## config.mk

```make
export PLATFORM = sky130hd
export DESIGN_NAME = mod_row_accum
export DESIGN_NICKNAME = d
export VERILOG_FILES = /design/src/rtl/mod_pkg.sv /design/src/rtl/mod_adder.sv /design/src/rtl/mod_row_accum.sv
export SDC_FILE = /design/constraint.sdc
export NUM_CORES = 2
export LEC_CHECK = 0
export CELL_PAD_IN_SITES_DETAIL_PLACEMENT = 0
export CELL_PAD_IN_SITES_GLOBAL_PLACEMENT = 1
export CORE_ASPECT_RATIO = 0.75
export CORE_MARGIN = 2
export CORE_UTILIZATION = 49
export DETAILED_ROUTE_END_ITERATION = 8
export GPL_TIMING_DRIVEN = 0
export PLACE_DENSITY = 0.95
export RECOVER_POWER = 25
export SLEW_MARGIN = 20
export SYNTH_ARGS = -nofsm -noshare
export SYNTH_HDL_FRONTEND = slang
export SYNTH_SLANG_ARGS = --single-unit
```

## constraint.sdc

```tcl
create_clock -name clk -period 26.9 [get_ports clk]
set_input_delay 4.035 -clock clk [delete_from_list [all_inputs] [get_ports clk]]
set_output_delay 4.035 -clock clk [all_outputs]
set_load 0.03 [all_outputs]
```

## src/rtl/mod_pkg.sv

```systemverilog
// Shared definitions for the modular row-accumulator datapath: default
// prime, FSM state encoding and the reference modular addition.
package mod_pkg;

  // Widest operand mod_add handles; narrower datapaths zero-extend into it.
  localparam int MOD_MAX_W = 512;

  localparam logic [255:0] MODULUS_DEFAULT =
    256'h30644e72e131a029b85045b68181585d2833e84879b9709143e1f593f0000001;

  typedef enum logic [1:0] {
    IDLE,
    SHIFT,
    ACCUM,
    OUT
  } state_e;

  // Operands must already be reduced (p, q < m); one conditional subtract suffices.
  function automatic logic [MOD_MAX_W-1:0] mod_add(input logic [MOD_MAX_W-1:0] p,
                                                   input logic [MOD_MAX_W-1:0] q,
                                                   input logic [MOD_MAX_W-1:0] m);
    logic [MOD_MAX_W:0] s;
    s = {1'b0, p} + {1'b0, q};
    if (s >= {1'b0, m}) begin
      s = s - {1'b0, m};
    end
    return s[MOD_MAX_W-1:0];
  endfunction

endpackage

```

## src/rtl/mod_adder.sv

```systemverilog
// Combinational modular adder: sum_o = (a_i + b_i) mod MODULUS for reduced inputs.
module mod_adder
  import mod_pkg::*;
#(
  parameter int               WIDTH   = 256,
  parameter logic [WIDTH-1:0] MODULUS = WIDTH'(MODULUS_DEFAULT)
) (
  input  logic [WIDTH-1:0] a_i,
  input  logic [WIDTH-1:0] b_i,
  output logic [WIDTH-1:0] sum_o
);

  assign sum_o = WIDTH'(mod_add(MOD_MAX_W'(a_i), MOD_MAX_W'(b_i), MOD_MAX_W'(MODULUS)));

endmodule

```

## src/rtl/mod_row_accum.sv

```systemverilog
// Streaming row accumulator: sums a*2^w mod MODULUS over rows of up to ROW_LEN
// elements, scaling each element by repeated modular doubling.
module mod_row_accum
  import mod_pkg::*;
#(
  parameter int               WIDTH   = 256,
  parameter int               A_W     = 64,
  parameter int               SHIFT_W = 8,
  parameter int               ROW_LEN = 72,
  parameter logic [WIDTH-1:0] MODULUS = WIDTH'(MODULUS_DEFAULT),
  localparam int              CNT_W   = $clog2(ROW_LEN + 1)
) (
  input  logic               clk,
  input  logic               rst_n,
  input  logic               in_valid,
  output logic               in_ready,
  input  logic [A_W-1:0]     in_a,
  input  logic [SHIFT_W-1:0] in_w,
  input  logic               in_last,
  output logic               out_valid,
  input  logic               out_ready,
  output logic [WIDTH-1:0]   out_data,
  output logic [CNT_W-1:0]   out_count
);

  state_e             state_q, state_d;
  logic [WIDTH-1:0]   sum_q, sum_d;
  logic [CNT_W-1:0]   cnt_q, cnt_d;
  logic [WIDTH-1:0]   x_q, x_d;
  logic [SHIFT_W-1:0] sh_q, sh_d;
  logic               last_q, last_d;
  logic [WIDTH-1:0]   dbl_sum;
  logic [WIDTH-1:0]   acc_sum;

  mod_adder #(.WIDTH(WIDTH), .MODULUS(MODULUS)) u_doubler (
    .a_i  (x_q),
    .b_i  (x_q),
    .sum_o(dbl_sum)
  );

  mod_adder #(.WIDTH(WIDTH), .MODULUS(MODULUS)) u_accum (
    .a_i  (sum_q),
    .b_i  (x_q),
    .sum_o(acc_sum)
  );

  // Outputs decode registered state only, so no input reaches them combinationally.
  assign in_ready  = (state_q == IDLE);
  assign out_valid = (state_q == OUT);
  assign out_data  = sum_q;
  assign out_count = cnt_q;

  always_comb begin
    state_d = state_q;
    sum_d   = sum_q;
    cnt_d   = cnt_q;
    x_d     = x_q;
    sh_d    = sh_q;
    last_d  = last_q;
    unique case (state_q)
      IDLE: begin
        if (in_valid) begin
          x_d     = WIDTH'(in_a);
          sh_d    = in_w;
          last_d  = in_last || (cnt_q == CNT_W'(ROW_LEN - 1));
          state_d = (in_w != '0) ? SHIFT : ACCUM;
        end
      end
      SHIFT: begin
        x_d  = dbl_sum;
        sh_d = sh_q - SHIFT_W'(1);
        if (sh_q == SHIFT_W'(1)) begin
          state_d = ACCUM;
        end
      end
      ACCUM: begin
        sum_d   = acc_sum;
        cnt_d   = cnt_q + CNT_W'(1);
        state_d = last_q ? OUT : IDLE;
      end
      OUT: begin
        if (out_ready) begin
          sum_d   = '0;
          cnt_d   = '0;
          state_d = IDLE;
        end
      end
      default: state_d = IDLE;
    endcase
  end

  always_ff @(posedge clk or negedge rst_n) begin
    if (!rst_n) begin
      state_q <= IDLE;
      sum_q   <= '0;
      cnt_q   <= '0;
    end else begin
      state_q <= state_d;
      sum_q   <= sum_d;
      cnt_q   <= cnt_d;
    end
  end

  // Element working registers are only meaningful after an accept.
  always_ff @(posedge clk) begin
    x_q    <= x_d;
    sh_q   <= sh_d;
    last_q <= last_d;
  end

endmodule

```

Word level (Yosys, flattened, before mapping)
Cells that the tools add are included.

storage, ports and cells
  bits in registers = 530
  input port bits = 77
  output and inout bits = 265
  word-level logic and storage cells = 47

cells by class
  add/sub/neg operators = 6
  $lt $le $gt $ge = 2
  equal/unequal tests = 8
  muxes and demuxes = 16
  reduce and logical (&&, ||, !) cells = 9

operators with widths
  kind                                                                                      number
  256-bit two-way mux                                                                       4
  256-bit case mux with 2 select lines                                                      2
  256-bit by 256-bit adder with 257-bit output                                              2
  257-bit by 254-bit greater-or-equal comparator with 1-bit output (second input constant)  2
  256-bit by 254-bit subtractor with 256-bit output (second input constant)                 2
  8-bit case mux with 2 select lines                                                        1
  7-bit case mux with 2 select lines                                                        1
  2-bit two-way mux                                                                         5
  8-bit by 1-bit equality test with 1-bit output (second input constant)                    1
  8-bit two-way mux                                                                         1
  2-bit case mux with 4 select lines                                                        1
  8-bit nonzero test                                                                        1
  8-bit by 1-bit subtractor with 8-bit output (second input constant)                       1
  7-bit by 1-bit adder with 7-bit output (second input constant)                            1
  7-bit equality test (second input constant)                                               1
  7-bit two-way mux                                                                         1
  2-bit AND reduction                                                                       3
  2-bit equality test (second input constant)                                               2
  2-bit inequality test (second input constant)                                             2
  2-bit nonzero test                                                                        2
  3-bit AND reduction                                                                       1
  2-bit by 1-bit equality test with 1-bit output (second input constant)                    1
  2-bit logical NOT                                                                         1
  2-bit by 1-bit inequality test with 1-bit output (second input constant)                  1
  1-bit logical OR                                                                          1

Logic depth before layout (Yosys ltp)
  depth after elaboration = 4
  mapped depth = 31
  mapped depth without buffers = 27

Cells and area by module
A second synthesis with hierarchy kept.

second synthesis, totals
  cells, all modules = 12058
  area total of the unflattened synthesis = 85829.8 um^2

modules (own cells, without submodules)
  module         instances  cells an instance  area an instance (um^2)
  mod_adder      2          5356               33085.5
  mod_row_accum  1          1346               19658.9

Worst setup path after synthesis
No wires, ideal clock.

  path kind = input to register
  from = in in_valid
  to = reg sh_q[0], enable pin
  data arrival time = 15.048 ns
  data required time = 26.006 ns
  setup slack = 10.958 ns
  cell stages on the path = 2
  buffers on the path = 0
  path through = nor2_1 > nor2_1

between the ends
  word-level cells in the longest chain between the ends = 2

ends and longest elaborated chain
  element                          line                  RTL
  from (decl)                      mod_row_accum.sv:15   input logic in_valid,
  2-bit inequality test (no line)  n/a
  2-bit AND reduction (no line)    n/a
  to (signal assigned)             mod_row_accum.sv:107  sh_q <= sh_d;
  to (decl)                        mod_row_accum.sv:30   logic [SHIFT_W-1:0] sh_q, sh_d;

No other way between the ends.
A chain may end at the register's enable or synchronous reset.

==> results.py <==
metrics = {
    "status": {
        "outcome": "finished, violations left",
        "violations": "capacitance limit, slew limit",
    },
    "sta": {
        "final.period_utilization_pct": 46.6,
        "rsz0062_at_grt": "false",
        "fin_crit_ns": 12.55,
        "setup_viol_count_final": 0,
        "maxSlewViolCount": 332,
        "tns_ns": 0,
        "clock-skew-final_ns": 0.0348,
        "maxSlewHeadroom_pct": -253,
        "hold_viol": 0,
        "worst_hold_slack_ns": 0.525,
        "worstMarginPinSlew_ns": 5.30,
        "fmax_mhz": 79.7,
        "layout_setup_ws_ns": 14.35,
    },
    "die": {
        "rows": 110,
        "die_height_um": 305,
        "die_area_um2": 124000,
        "fp.dieW_um": 405,
        "ios": 342,
        "start_util_pct": 49.4,
        "coreArea_um2": 120000,
    },
    "layout": {
        "layout.nets": 8893,
        "layout.cells.non_filler": 10271,
        "area_growth_pct": 14.1,
        "drive_gt1_share_pct": 5.38,
    },
    "drt": {
        "vias": 72317,
        "avgRoutedWirePerCell_um": 30.8,
        "wl_mm": 316,
        "ant_nets": 0,
        "dr.pass1.iters": 9,
        "dr.first_iter.drc_count": 13203,
        "vias_per_cell": 7.04,
        "drc": 0,
    },
    "cts": {
        "cts_max_level": 2,
        "clock-sinks": 530,
        "cts_inserted_buffers": 58,
        "root_buffer": "clkbuf_16",
        "cts_buffer_depth": 3,
        "tritoncts": "yes",
        "clkLatencyLatePin_ns": 0.74,
        "hold_buffers": 0,
        "postCtsResizedCells": 0,
        "clk_pin_slew_ns": 0.07,
        "post-cts-setup-buffer-count": 0,
    },
    "global_routing": {
        "met2_usage_pct": 61.7,
        "grt_max_degree": 93,
        "grt_pass1_wl_mm": 444,
        "grt_pass1_vias": 63090,
        "met1_usage_pct": 69.7,
        "busiest_layer": "met1",
        "use_met3_pct": 23.6,
        "antenna_found_initial": 37,
        "track_usage_pct": 48.9,
        "overflow": 0,
    },
    "logic_synthesis": {
        "syn_nets": 8459,
        "yosys_warnings": 0,
        "yosysSeqAreaShare_pct": 24.7,
        "synth_edf_count": 265,
        "async_reset_ff_share_pct": 50.0,
        "synth_area_um2": 59200,
        "syn_area_per_cell_um2": 7.29,
        "ys.flop_type": "edfxtp_1",
        "ys_ff_latch": 530,
        "synth.distinct_cells": 127,
        "synth_cells": 8119,
    },
    "critical_path": {
        "path_class": "input pin to async pin",
        "crit_fanout": 90,
        "crit_required_ns": 26.52,
        "start_kind": "input pin",
        "critPathCaptureType": "async pin",
        "cp.arrival_ns": 12.17,
    },
    "flow_run": {
        "drv_cap": 6,
    },
    "min_path": {
        "hold_class": "flop to flop",
    },
    "placed_design": {
        "dp_cells": 10117,
        "dp_hpwl_mm": 261,
        "port_buffers": 341,
        "place.gp.congestion": 1.17,
        "post-place-ws_ns": 15.70,
    },
}
-- metal layers --
metal | wire [µm] | part of all wire (%) | up-vias
met4 | 14500 | 4.6 | 46
met3 | 57800 | 18 | 835
met2 | 115000 | 36 | 5841
li1 | - | - | 31017
met5 | 425 | 0.13 | -
met1 | 128000 | 41 | 34578
-- area by class of cell --
class                      count  area (µm²)
clock buffer                  84        1710
antenna                       44         110
multi-input combinational   7066       42500
tap                         1624        2030
timing repair buffer         374        4000
buffer                       400        1800
fill                       11534       52300
sequential                   530       14600
inverter                     123         462
clock inverter                26         327
-- worst max-delay path: stages --
cell and delay, ns:
clkbuf_1 0.42, clkbuf_1 3.63, clkbuf_1 3.77
-- placed cells by master, fill, tap and decap left out, types with 262 or more instances in the layout --
master and count:
nand2_1 1166, xnor2_1 358, clkdlybuf4s50_1 329, clkbuf_1 270, a21oi_1 723, dfrtp_1 265, nor2_1 849, o21ai_0 811
edfxtp_1 265, xor2_1 287, ha_1 262
-- Yosys cell counts, drive strengths merged (77+ instances only) --
master / number / area, µm²
nand2: 1167 / 4380
o21ai: 895 / 4490
nor2: 853 / 3220
a21oi: 729 / 3670
xnor2: 359 / 3150
xor2: 287 / 2510
clkbuf: 272 / 1020
dfrtp: 265 / 6630
edfxtp: 265 / 7960
ha: 262 / 3280
nor3: 261 / 1340
nand4: 240 / 1510
nand3: 204 / 1030
a21o: 154 / 1160
nor4: 129 / 860
buf: 126 / 722
inv: 123 / 462
or3: 123 / 774
a211oi: 86 / 688
a31oi: 82 / 519
and2: 78 / 490
o21bai: 78 / 586
o21a: 77 / 578
-- cell families (layout without fill, tap and decap cells) --
| logic type | Yosys count | in the layout | share of synthesized area (%) |
|---|---|---|---|
| adders and majority gates | 263 | 263 | 5.57 |
| xor gates and xnor gates | 646 | 646 | 9.57 |
| and+or+nand+nor | 3499 | 3499 | 28.4 |
| muxes | 11 | 11 | 0.190 |
| AOI/OAI and AO/OA | 2647 | 2647 | 27.9 |
| other | 0 | 44 | 0 |
| DFF | 530 | 530 | 24.7 |
| buffers and inverters | 523 | 1007 | 3.76 |
-- per-stage QoR --
| step | utilization, % | instance area (µm²) |
|---|---|---|
| floorplan | - | 59200 |
| global placement | 53.9 | 64600 |
| detailed placement | 54.6 | 65500 |
| CTS | 56.3 | 67500 |
| global route | 56.2 | 67400 |
| finish | 56.3 | 67500 |
-- state kept, by name, indices dropped and copies added, names as in the netlist --
| register | count |
|---|---|
| out_data | 256 |
| sh_q | 8 |
| out_count | 7 |
| last_q | 1 |
| x_q | 256 |
| state_q | 2 |
-- final timing paths --
kind                                   start       endpoint  slack (ns)  cells past startpoint
worst max-delay path                   rst_n  out_data[196]       14.35                      3
worst min-delay path            out_data[38]   out_data[38]        0.52                      2
worst max register to register       x_q[14]   out_data[96]       14.82                     28
worst min register to register  out_data[38]   out_data[38]        0.52                      2
max in group clk                     x_q[14]   out_data[96]       14.82                     28
min in group asynchronous              rst_n   out_data[64]        3.28                      1
Power is left out: the tool's default activity adds up to more than one toggle a clock period on the data nets, which glitch-free logic cannot reach.
